--- src/rtl/axi_lite_regbank.sv ---
// AXI4-Lite register bank with independent read and write paths.
// Registers flagged in RO_MASK are read-only: reads return hw_in, writes only pulse wr_pulse.
// Optional macro AXIL_REGBANK_SLVERR_EN: out-of-range accesses answer SLVERR instead of OKAY.
module axi_lite_regbank #(
    parameter int unsigned          ADDR_WIDTH = 12,
    parameter int unsigned          DATA_WIDTH = 32,
    parameter int unsigned          NUM_REGS   = 16,
    parameter logic [NUM_REGS-1:0]  RO_MASK    = '0
) (
    input  logic                           ACLK,
    input  logic                           ARESET,
    // Write address channel
    input  logic                           AWVALID,
    output logic                           AWREADY,
    input  logic [ADDR_WIDTH-1:0]          AWADDR,
    // Write data channel
    input  logic                           WVALID,
    output logic                           WREADY,
    input  logic [DATA_WIDTH-1:0]          WDATA,
    input  logic [DATA_WIDTH/8-1:0]        WSTRB,
    // Write response channel
    output logic                           BVALID,
    input  logic                           BREADY,
    output logic [1:0]                     BRESP,
    // Read address channel
    input  logic                           ARVALID,
    output logic                           ARREADY,
    input  logic [ADDR_WIDTH-1:0]          ARADDR,
    // Read data channel
    output logic                           RVALID,
    input  logic                           RREADY,
    output logic [DATA_WIDTH-1:0]          RDATA,
    output logic [1:0]                     RRESP,
    // Hardware side
    output logic [NUM_REGS*DATA_WIDTH-1:0] hw_out,
    input  logic [NUM_REGS*DATA_WIDTH-1:0] hw_in,
    output logic [NUM_REGS-1:0]            wr_pulse
);

    localparam int unsigned STRB_WIDTH = DATA_WIDTH / 8;
    localparam int unsigned ALSB       = (DATA_WIDTH == 64) ? 3 : 2;
    localparam int unsigned IDX_WIDTH  = ADDR_WIDTH - ALSB;
    // One extra bit so NUM_REGS == 2**IDX_WIDTH is representable.
    localparam logic [IDX_WIDTH:0] REG_COUNT = (IDX_WIDTH + 1)'(NUM_REGS);

    localparam logic [1:0] RESP_OKAY = 2'b00;
`ifdef AXIL_REGBANK_SLVERR_EN
    localparam logic [1:0] RESP_OOR  = 2'b10;
`else
    localparam logic [1:0] RESP_OOR  = 2'b00;
`endif

    logic                   aw_held_q;
    logic [IDX_WIDTH-1:0]   aw_idx_q;
    logic                   w_held_q;
    logic [DATA_WIDTH-1:0]  w_data_q;
    logic [STRB_WIDTH-1:0]  w_strb_q;
    logic                   bvalid_q;
    logic [1:0]             bresp_q;
    logic [NUM_REGS-1:0]    wr_pulse_q;
    logic                   rvalid_q;
    logic [DATA_WIDTH-1:0]  rdata_q;
    logic [1:0]             rresp_q;
    logic [DATA_WIDTH-1:0]  regs_q [NUM_REGS];

    logic                   aw_hs;
    logic                   w_hs;
    logic                   ar_hs;
    logic                   commit;
    logic                   aw_in_range;
    logic                   ar_in_range;
    logic [IDX_WIDTH-1:0]   ar_idx;
    logic [NUM_REGS-1:0]    wr_sel;
    logic [DATA_WIDTH-1:0]  rd_value;
    logic                   unused_bits;

    // Word-index low bits and hw_in slices of RW registers are intentionally ignored.
    assign unused_bits = ^{AWADDR[ALSB-1:0], ARADDR[ALSB-1:0], hw_in};

    // Ready outputs are forced low while reset is asserted.
    assign AWREADY = !aw_held_q && !ARESET;
    assign WREADY  = !w_held_q && !ARESET;
    assign ARREADY = !rvalid_q && !ARESET;

    assign aw_hs  = AWVALID && AWREADY;
    assign w_hs   = WVALID && WREADY;
    assign ar_hs  = ARVALID && ARREADY;
    assign commit = aw_held_q && w_held_q && !bvalid_q;

    assign ar_idx      = ARADDR[ADDR_WIDTH-1:ALSB];
    assign aw_in_range = {1'b0, aw_idx_q} < REG_COUNT;
    assign ar_in_range = {1'b0, ar_idx} < REG_COUNT;

    assign BVALID   = bvalid_q;
    assign BRESP    = bresp_q;
    assign RVALID   = rvalid_q;
    assign RDATA    = rdata_q;
    assign RRESP    = rresp_q;
    assign wr_pulse = wr_pulse_q;

    for (genvar g = 0; g < NUM_REGS; g++) begin : g_hw_out
        assign hw_out[g*DATA_WIDTH +: DATA_WIDTH] = regs_q[g];
    end

    // One-hot select of the register being committed; out-of-range indices match nothing.
    always_comb begin
        wr_sel = '0;
        for (int i = 0; i < NUM_REGS; i++) begin
            if (commit && (aw_idx_q == IDX_WIDTH'(i))) begin
                wr_sel[i] = 1'b1;
            end
        end
    end

    // Read mux: RO registers come from hw_in, out-of-range reads return zero.
    always_comb begin
        rd_value = '0;
        for (int i = 0; i < NUM_REGS; i++) begin
            if (ar_idx == IDX_WIDTH'(i)) begin
                rd_value = RO_MASK[i] ? hw_in[i*DATA_WIDTH +: DATA_WIDTH] : regs_q[i];
            end
        end
    end

    // Write path: independent AW/W holds, commit when both held and no response pending.
    always_ff @(posedge ACLK) begin
        if (ARESET) begin
            aw_held_q  <= 1'b0;
            aw_idx_q   <= '0;
            w_held_q   <= 1'b0;
            w_data_q   <= '0;
            w_strb_q   <= '0;
            bvalid_q   <= 1'b0;
            bresp_q    <= RESP_OKAY;
            wr_pulse_q <= '0;
        end else begin
            wr_pulse_q <= wr_sel;
            if (commit) begin
                aw_held_q <= 1'b0;
                w_held_q  <= 1'b0;
                bvalid_q  <= 1'b1;
                bresp_q   <= aw_in_range ? RESP_OKAY : RESP_OOR;
            end else if (bvalid_q && BREADY) begin
                bvalid_q <= 1'b0;
            end
            if (aw_hs) begin
                aw_held_q <= 1'b1;
                aw_idx_q  <= AWADDR[ADDR_WIDTH-1:ALSB];
            end
            if (w_hs) begin
                w_held_q <= 1'b1;
                w_data_q <= WDATA;
                w_strb_q <= WSTRB;
            end
        end
    end

    // Register storage: byte-strobed update of RW registers on commit.
    always_ff @(posedge ACLK) begin
        if (ARESET) begin
            for (int i = 0; i < NUM_REGS; i++) begin
                regs_q[i] <= '0;
            end
        end else begin
            for (int i = 0; i < NUM_REGS; i++) begin
                if (wr_sel[i] && !RO_MASK[i]) begin
                    for (int b = 0; b < STRB_WIDTH; b++) begin
                        if (w_strb_q[b]) begin
                            regs_q[i][8*b +: 8] <= w_data_q[8*b +: 8];
                        end
                    end
                end
            end
        end
    end

    // Read path: register data and response on AR handshake, hold until R handshake.
    always_ff @(posedge ACLK) begin
        if (ARESET) begin
            rvalid_q <= 1'b0;
            rdata_q  <= '0;
            rresp_q  <= RESP_OKAY;
        end else if (ar_hs) begin
            rvalid_q <= 1'b1;
            rdata_q  <= rd_value;
            rresp_q  <= ar_in_range ? RESP_OKAY : RESP_OOR;
        end else if (rvalid_q && RREADY) begin
            rvalid_q <= 1'b0;
        end
    end

endmodule

--- config.mk ---
export PLATFORM = sky130hd
export DESIGN_NAME = axi_lite_regbank
export DESIGN_NICKNAME = d
export VERILOG_FILES = /design/src/rtl/axi_lite_regbank.sv
export SDC_FILE = /design/constraint.sdc
export NUM_CORES = 1
export LEC_CHECK = 0
export CORE_AREA = 2 2 451 453
export DETAILED_ROUTE_END_ITERATION = 7
export DIE_AREA = 0 0 453 455
export GPL_ROUTABILITY_DRIVEN = 0
export PLACE_DENSITY = 0.45
export SKIP_LAST_GASP = 1
export SYNTH_ARGS = -nofsm -noshare
export SYNTH_HDL_FRONTEND = slang
export SYNTH_SLANG_ARGS = --single-unit
export TNS_END_PERCENT = 30
--- constraint.sdc ---
create_clock -name ACLK -period 2.7 [get_ports ACLK]
set_input_delay 0.405 -clock ACLK [delete_from_list [all_inputs] [get_ports ACLK]]
set_output_delay 0.405 -clock ACLK [all_outputs]
set_load 0.02 [all_outputs]
==> reports/metrics.sh, run 1 <==
STATUS='finished clean'
DIE-AREA_UM2=206000
HOLD_PATH_DEPTH=3
TRITONCTS_CLOCK_TREE='done'
SETUP-TNS-FINAL_NS=0
NUMBER_OF_DRC_VIOLATIONS_AFTER_DETAILED_ROUTING=0
POWER_DENSITY_nW_PER_UM2=621
TIMING.FMAX_MHz=386
WORST_SETUP_PATH_START_KIND='flop'
GLOBAL_ROUTE.OVERFLOW_TOTAL=0
VIAS_PER_CELL=4.00
DRT_ITER0_MARKERS=2102
CRITICAL-PATH-SLOWEST-CELL='nand2b_1'
INITIAL_UTILIZATION_PCT=13.1
SLOWEST_DELAY_NS=0.44
GROUTE.LAYER.MET2.USAGE_PCT=27.7
ANTENNA_FOUND_INITIAL=23
PERIOD_SHARE_PCT=96.0
IO-PIN-COUNT=1148
CRITICAL_PATH.N_BUFFERS_INVERTERS=1
CLOCK_LATENCY_NS=0.71
BUFFER_PORTS.INSERTED=627
DETAIL_ROUTED_NET_LENGTH_PER_STANDARD_CELL_UM=31.2
FINAL_ROUTED_WIRELENGTH_ACROSS_ALL_METAL_LAYERS_UM=184000
DESIGN.FINAL.NETS=3732
CLK_PIN_SLEW_WORST_PATHS_NS=0.05
YS.FLOP_TYPE='edfxtp_1'
CHIPWIDTH_UM=453
WORST_SLEW_MARGIN_REL_PCT=45.4
LEAKAGE_nW=14.7
WORST_PIN_SLEW_NS=0.816
FINAL.SETUP.WORST_SLACK_NS=0.108
CRITICAL_PATH.MAX_FANOUT=8
GROUTE.LAYER.MET1.USAGE_PCT=21.3
PLACEMENTROWS=165
PLACE_HPWL_UM=152000
ANTENNA_VIOLATING_NETS_POST_ROUTE=0
TIMING.FINAL.CRIT_PERIOD_NS=2.59
FF_LATCH_AREA_UM2=17300
SYN_AREA_UM2=26400
TRITONCTS.NUM_BUFFERS=78
TOTAL_POWER_mW=25.9
FIRST_GLOBAL_VIAS=23400
CELL_AREA_PLACED_UM2=39000
CLK_ROOT_BUFFER_CELL='clkbuf_16'
CORE_REGION_AREA_UM2=201000
HOLD_CLASS='in -> reg'
R2R_SETUP_SLACK_NS=0.11
SYNTH.YOSYS.SEQ_AREA_SHARE_PCT=65.7
FIRST_PASS_GRT_WIRE_LENGTH_UM=235000
DIE-HEIGHT_UM=455
WORSTPATHCELLLIST='nor4_2 > nand4_1 > nor2_1 > buf_4 > nand2_1 > nand2b_1'
GRT_SETUP_UNREPAIRED='yes'
FF2FF_PATH_DEPTH=6
PIN_COUNT_OF_THE_BIGGEST_NET_ENTERING_GLOBAL_ROUTING=73
ASYNCSETRESETFLOPFRACSYNTH_PCT=0
CLOCKBUFFERDEPTH=3
PLACE_WS_NS=-0.426
SYNTHESIS.INSTANCES=2229
TOP_USAGE_LAYER='met2'
WORST_IR_DROP_VDD_V=0.000417
VIA_COUNT=23600
WORST_R2R_STARTPOINT='aw_idx_q[6]'
GR-USAGE-ALL-LAYERS_PCT=17.2
COUNT_OF_FILL_CELLS_ADDED_DURING_FILLER_INSERTION=21900
WORST_CLOCK_SKEW_NS=0.0368
AVGSYNTHCELLAREA_UM2=11.8
FINISH.INSTANCE_AREA_UM2=41800
HOLDWS_NS=0.258
EDFF_COUNT_SYNTH=512
SHARE_OF_FINAL_LAYOUT_STANDARD_CELLS_STRONGER_THAN_DRIVE_STRENGTH_1_PCT=18.8
CLOCK_SINKS=610
TIMING.RR.END='regs_q[1][38]'
WORSTPATHARRIVAL_NS=2.91
CRITICAL_PATH.STARTPOINT='aw_idx_q[6]'
DRT_PASS1_ITERATIONS=5
CRITICAL_PATH.TOP_DELAY_FAMILY='simple AND/OR/NAND/NOR gates'
CRITICAL_PATH_REQUIRED_NS=3.02
COUNT_OF_UNIQUE_LIBRARY_CELLS_INSTANTIATED_BY_YOSYS=68
MAXCAPVIOLCOUNT=0
GRT_USE_MET3_PCT=5.89
SETUP_VIOL=0
YOSYS_REGISTER_BITS=610
MAXSLEWVIOLCOUNT=0
TIMING.CRITICAL_PATH.TO='regs_q[1][38]'
PATH_DEPTH=6
HOLD_VIOL_FINAL=0
POST-CTS-SETUP-BUFFER-COUNT=0
YOSYS_WARNINGS=0
CLOCK_TREE.HTREE_LEVEL_COUNT=3
AREA_OVERHEAD_VS_SYNTH_PCT=58.4
CRITPATHKIND='reg -> reg'
CRIT_PATH_END_KIND='flop'
TOTAL_AREA_OF_MULTI_INPUT_COMBINATIONAL_CELLS_UM2=8170
==> power breakdown <==
group,internal (mW),switching [mW],total [mW]
Sequential,10.6,0.408,11.0
Clock,6.70,4.63,11.3
Combinational,1.38,2.20,3.57
Total,18.7,7.24,25.9
==> routing by layer <==
layer  wire [µm]  vias to the layer above  part of all wire (%)
li1            -                    10100                     -
met1       75000                    12000                    41
met2       84100                     1245                    46
met3       17300                      229                   9.4
met4        7730                        6                   4.2
met5          41                        -                 0.022
==> flip-flops by register name, summed over array words and instances (netlist names) <==
name,cells
RDATA,32
wr_pulse,16
w_data_q,32
BVALID,1
regs_q,512
w_held_q,1
RVALID,1
aw_idx_q,10
w_strb_q,4
aw_held_q,1
==> cell usage after synthesis (all sizes together) (51+ instances only) <==
library cell	instances	share of area [%]
o22ai	51	1.2
nor2	412	5.9
nor3	74	1.5
dfxtp	98	7.4
mux2i	68	2.6
o21ai	85	1.6
edfxtp	512	58
clkbuf	116	1.7
nand2b	97	2.3
buf	63	1.3
a21oi	95	1.8
nand2	144	2.0
==> worst min-delay path, delay by kind of cell <==
kind | cells | cell delay [ns]
buf+inv | 1 | 0.40
compound gates | 1 | 0.06
simple gates | 1 | 0.05
==> how the worst min path moves through the flow <==
| stage | startpoint | end | slack, ns |
|---|---|---|---|
| final | AWADDR[8] | aw_idx_q[6] | 0.26 |
| after global routing | WDATA[30] | w_data_q[30] | 0.24 |
| after CTS | AWADDR[8] | aw_idx_q[6] | 0.20 |
| after detailed placement | RDATA[15] | RDATA[15] | 0.46 |
| after global placement | RDATA[15] | RDATA[15] | 0.46 |
| after floorplan | aw_idx_q[5] | aw_idx_q[5] | 0.45 |
==> cells in the final DEF (no fill, tap or decap), types with 12 or more instances in the layout <==
cell / netlist / routed
a211oi_1: 21 / 21
a21o_1: 26 / 26
a21oi_1: 95 / 95
a22oi_1: 26 / 26
a31oi_1: 20 / 20
a32o_1: 12 / 12
buf_12: 0 / 66
buf_4: 16 / 336
clkbuf_1: 116 / 16
clkbuf_16: 0 / 79
clkdlybuf4s50_1: 0 / 615
dfxtp_1: 98 / 98
edfxtp_1: 512 / 512
inv_1: 35 / 35
mux2_2: 43 / 43
mux2i_1: 68 / 68
nand2_1: 144 / 144
nand2b_1: 97 / 96
nand3_1: 20 / 20
nand4_1: 18 / 18
nor2_1: 412 / 411
nor2b_1: 26 / 24
nor3_1: 70 / 69
o21ai_0: 85 / 85
o221ai_1: 14 / 14
o22ai_1: 51 / 51
o2bb2ai_1: 14 / 14
o32ai_1: 23 / 23
==> layout make-up <==
class,count,share of cell area (%)
Inverter,36,0.323
Antenna cell,6,0.0359
Sequential cell,610,41.5
Clock inverter,45,1.52
Clock buffer,101,5.07
Tap cell,2672,8.00
Timing Repair Buffer,1020,24.0
Multi-Input combinational cell,1407,19.6
==> stage by stage <==
stage	utilization, %	instances
3_3_place_gp	19.4	5745
5_1_grt	20.8	5893
2_1_floorplan	-	2232
4_1_cts	20.8	5891
3_5_place_dp	19.4	5745
6_report	20.8	5897
==> logic make-up (layout without fill, tap and decap cells) <==
group	after synthesis	count (layout)	synth area share [%]
flip-flops	610	610	65.7
multiplexers	115	115	4.76
other	1	10	0.0142
AND/OR/NAND/NOR	837	837	14.5
buffers and inverters	215	1202	3.50
AO/OA/AOI/OAI	451	451	11.5
==> repair_timing <==
item / CTS / global route
hold buffers: 0 / 0
setup endpoints to repair: 2 / 18
resized for setup: 1 / 1
Power figures use the tool's default switching activity.
==> inputs of run 2 (changes only) <==
Settings changed: CORE_AREA 2 2 451 453 to 2 2 446 448, DIE_AREA 0 0 453 455 to 0 0 448 450, PLACE_DENSITY 0.45 to 0.46.
Clock period 2.7 ns to 2.2 ns, I/O delays scaled along.
==> run 2 against run 1 <==
- the flow now finishes with violations (setup timing)
- register-to-register slack got worse by 0.06 ns
- routed wire length grew 0.88%
- worst setup slack lost 0.18 ns
- sequential share of layout area decreased by 1.0 points
- first-iteration DRC count is 13% higher
- critical endpoint is now RDATA[11]
- die area shrank 2.2%
- hold slack got worse by 0.063 ns
- highest routed layer unchanged
- global-route usage grew 0.65 points
==> reports/metrics.sh, run 2 (synthesized netlist as in run 1, its figures left out) <==
STATUS='complete, but fails checks'
FAILED_CHECKS='setup timing'
ANTENNA_FOUND_INITIAL=21
FINISH.INSTANCE_AREA_UM2=42900
CRITICAL_PATH.MAX_FANOUT=10
BUFFER_PORTS.INSERTED=627
CELL_AREA_PLACED_UM2=40300
CORE_REGION_AREA_UM2=197000
GR-USAGE-ALL-LAYERS_PCT=17.9
COUNT_OF_FILL_CELLS_ADDED_DURING_FILLER_INSERTION=21300
PLACE_HPWL_UM=155000
CRITPATHKIND='in -> reg'
HOLD_CLASS='in -> reg'
TIMING.FMAX_MHz=441
LAYOUT.CORE_UTILIZATION_PCT=21.8
TIMING.RR.END='regs_q[0][32]'
TOTAL_POWER_mW=30.6
CLOCK_LATENCY_NS=0.70
DRT_PASS1_ITERATIONS=5
TRITONCTS.NUM_BUFFERS=76
HOLD_PATH_DEPTH=3
FIRST_GLOBAL_VIAS=23700
LARGEST_REG_FLOPS=512
FF2FF_PATH_DEPTH=8
TIMING.HOLD.WORST.START='AWADDR[7]'
GRT_SETUP_UNREPAIRED='yes'
FINAL.SETUP.WORST_SLACK_NS=-0.0688
WORST_SETUP_PATH_START_KIND='input pin'
SETUP_VIOL=11
IO-PIN-COUNT=1148
NUMBER_OF_DRC_VIOLATIONS_AFTER_DETAILED_ROUTING=0
WORST_SLEW_MARGIN_REL_PCT=47.4
CLOCK_SINKS=610
VIA_COUNT=23900
LEAKAGE_nW=15.5
DIE-AREA_UM2=202000
POWER_DENSITY_nW_PER_UM2=714
WORST_CLOCK_SKEW_NS=0.0342
TIMING.FINAL.CRIT_PERIOD_NS=2.27
HOLD_VIOL_FINAL=0
DESIGN.FINAL.NETS=3849
MOST-COMMON-LAYOUT-CELLS='clkdlybuf4s50_1 (545), edfxtp_1 (512), buf_4 (425)'
DIE-HEIGHT_UM=450
SLOWEST_DELAY_NS=0.65
CLOCKBUFFERDEPTH=3
R2R_SETUP_SLACK_NS=0.05
ANTENNA_VIOLATING_NETS_POST_ROUTE=0
CRITICAL-PATH-SLOWEST-CELL='o32ai_2'
CRITICAL_PATH_REQUIRED_NS=2.80
MAXSLEWVIOLCOUNT=0
CRIT_PATH_END_KIND='flop'
WORST_R2R_STARTPOINT='aw_idx_q[6]'
MAXCAPVIOLCOUNT=0
CLK_ROOT_BUFFER_CELL='clkbuf_16'
CLOCK_TREE.HTREE_LEVEL_COUNT=3
VIAS_PER_CELL=4.00
SHARE_OF_FINAL_LAYOUT_STANDARD_CELLS_STRONGER_THAN_DRIVE_STRENGTH_1_PCT=22.8
WORSTPATHCELLLIST='clkdlybuf4s50_1 > or4_4 > or3_4 > buf_12 > o32ai_2 > o2bb2ai_1'
MOST_COMMON_CELL_AFTER_LAYOUT_FILL_AND_TAPS_ASIDE='clkdlybuf4s50_1'
AREA_OVERHEAD_VS_SYNTH_PCT=62.5
WORST_IR_DROP_VDD_V=0.000514
DRT_ITER0_MARKERS=2377
GLOBAL_ROUTE.OVERFLOW_TOTAL=0
TRITONCTS_CLOCK_TREE='done'
CLK_PIN_SLEW_WORST_PATHS_NS=0.06
WORST_PIN_SLEW_NS=0.792
CRITICAL_PATH.STARTPOINT='ARADDR[11]'
WORSTPATHARRIVAL_NS=2.86
DETAIL_ROUTED_NET_LENGTH_PER_STANDARD_CELL_UM=31.1
PLACEMENTROWS=163
PIN_COUNT_OF_THE_BIGGEST_NET_ENTERING_GLOBAL_ROUTING=57
WORST_HOLD_PATH.ENDPOINT='aw_idx_q[5]'
CHIPWIDTH_UM=448
PERIOD_SHARE_PCT=103
FINAL_ROUTED_WIRELENGTH_ACROSS_ALL_METAL_LAYERS_UM=186000
PLACE_WS_NS=-1.14
INITIAL_UTILIZATION_PCT=13.4
FIRST_PASS_GRT_WIRE_LENGTH_UM=239000
LARGEST-REGISTER='regs_q'
run 2: layer usage:
| layer | global-route usage (%) | wire length, µm | up-vias |
|---|---|---|---|
| li1 | - | - | 10300 |
| met1 | 22.0 | 75500 | 12100 |
| met2 | 28.7 | 84500 | 1179 |
| met3 | 6.03 | 17300 | 239 |
| met4 | 6.68 | 8370 | 6 |
| met5 | 0 | 47 | - |
run 2: worst max path at each step:
| stage | end | slack (ns) | depth (start not counted) |
|---|---|---|---|
| after floorplan | regs_q[0][56] | 0.15 | 6 |
| after global placement | RDATA[31] | -1.16 | 6 |
| after detailed placement | RDATA[31] | -1.14 | 6 |
| after CTS | RDATA[14] | -0.35 | 6 |
| after global routing | regs_q[0][32] | -0.08 | 8 |
| final | RDATA[11] | -0.07 | 6 |
run 2: power by group:
part | switching, mW | leakage (nW) | internal [mW] | total, mW
clock network | 5.42 | 1.18 | 6.97 | 12.4
logic | 2.75 | 8.30 | 1.89 | 4.65
registers | 0.517 | 6.07 | 13.0 | 13.6
run 2: cell type report:
| cell class | instances | area (µm²) | area share [%] |
|---|---|---|---|
| antenna | 7 | 17.5 | 0.0409 |
| inverter | 36 | 135 | 0.315 |
| sequential | 610 | 17300 | 40.4 |
| tap | 2640 | 3300 | 7.71 |
| clock inverter | 42 | 349 | 0.814 |
| multi-input combinational | 1407 | 8280 | 19.3 |
| clock buffer | 98 | 2040 | 4.76 |
| timing repair buffer | 1139 | 11400 | 26.6 |
run 2: timing repair:
action                                  4_1_cts  5_1_grt
pin swaps                                     0        1
endpoints found under the setup margin      216      486
hold buffers                                  0        0
resized for setup                            53       23
setup buffers                                 6        2
run 2: critical path: cells and delay by family:
| family | cells | cell delay, ns |
|---|---|---|
| buffers and inverters | 2 | 0.65 |
| AO/OA/AOI/OAI | 2 | 0.83 |
| AND/OR/NAND/NOR | 2 | 1.04 |
run 2: through the flow:
step | cells | hold slack (ns) | TNS, ns
floorplan | 2232 | 0.430 | 0
global placement | 5824 | 0.463 | -19.40
detailed placement | 5824 | 0.465 | -20.39
CTS | 5970 | 0.134 | -6.50
global route | 5973 | 0.186 | -6.59
finish | 5979 | 0.195 | -0.309
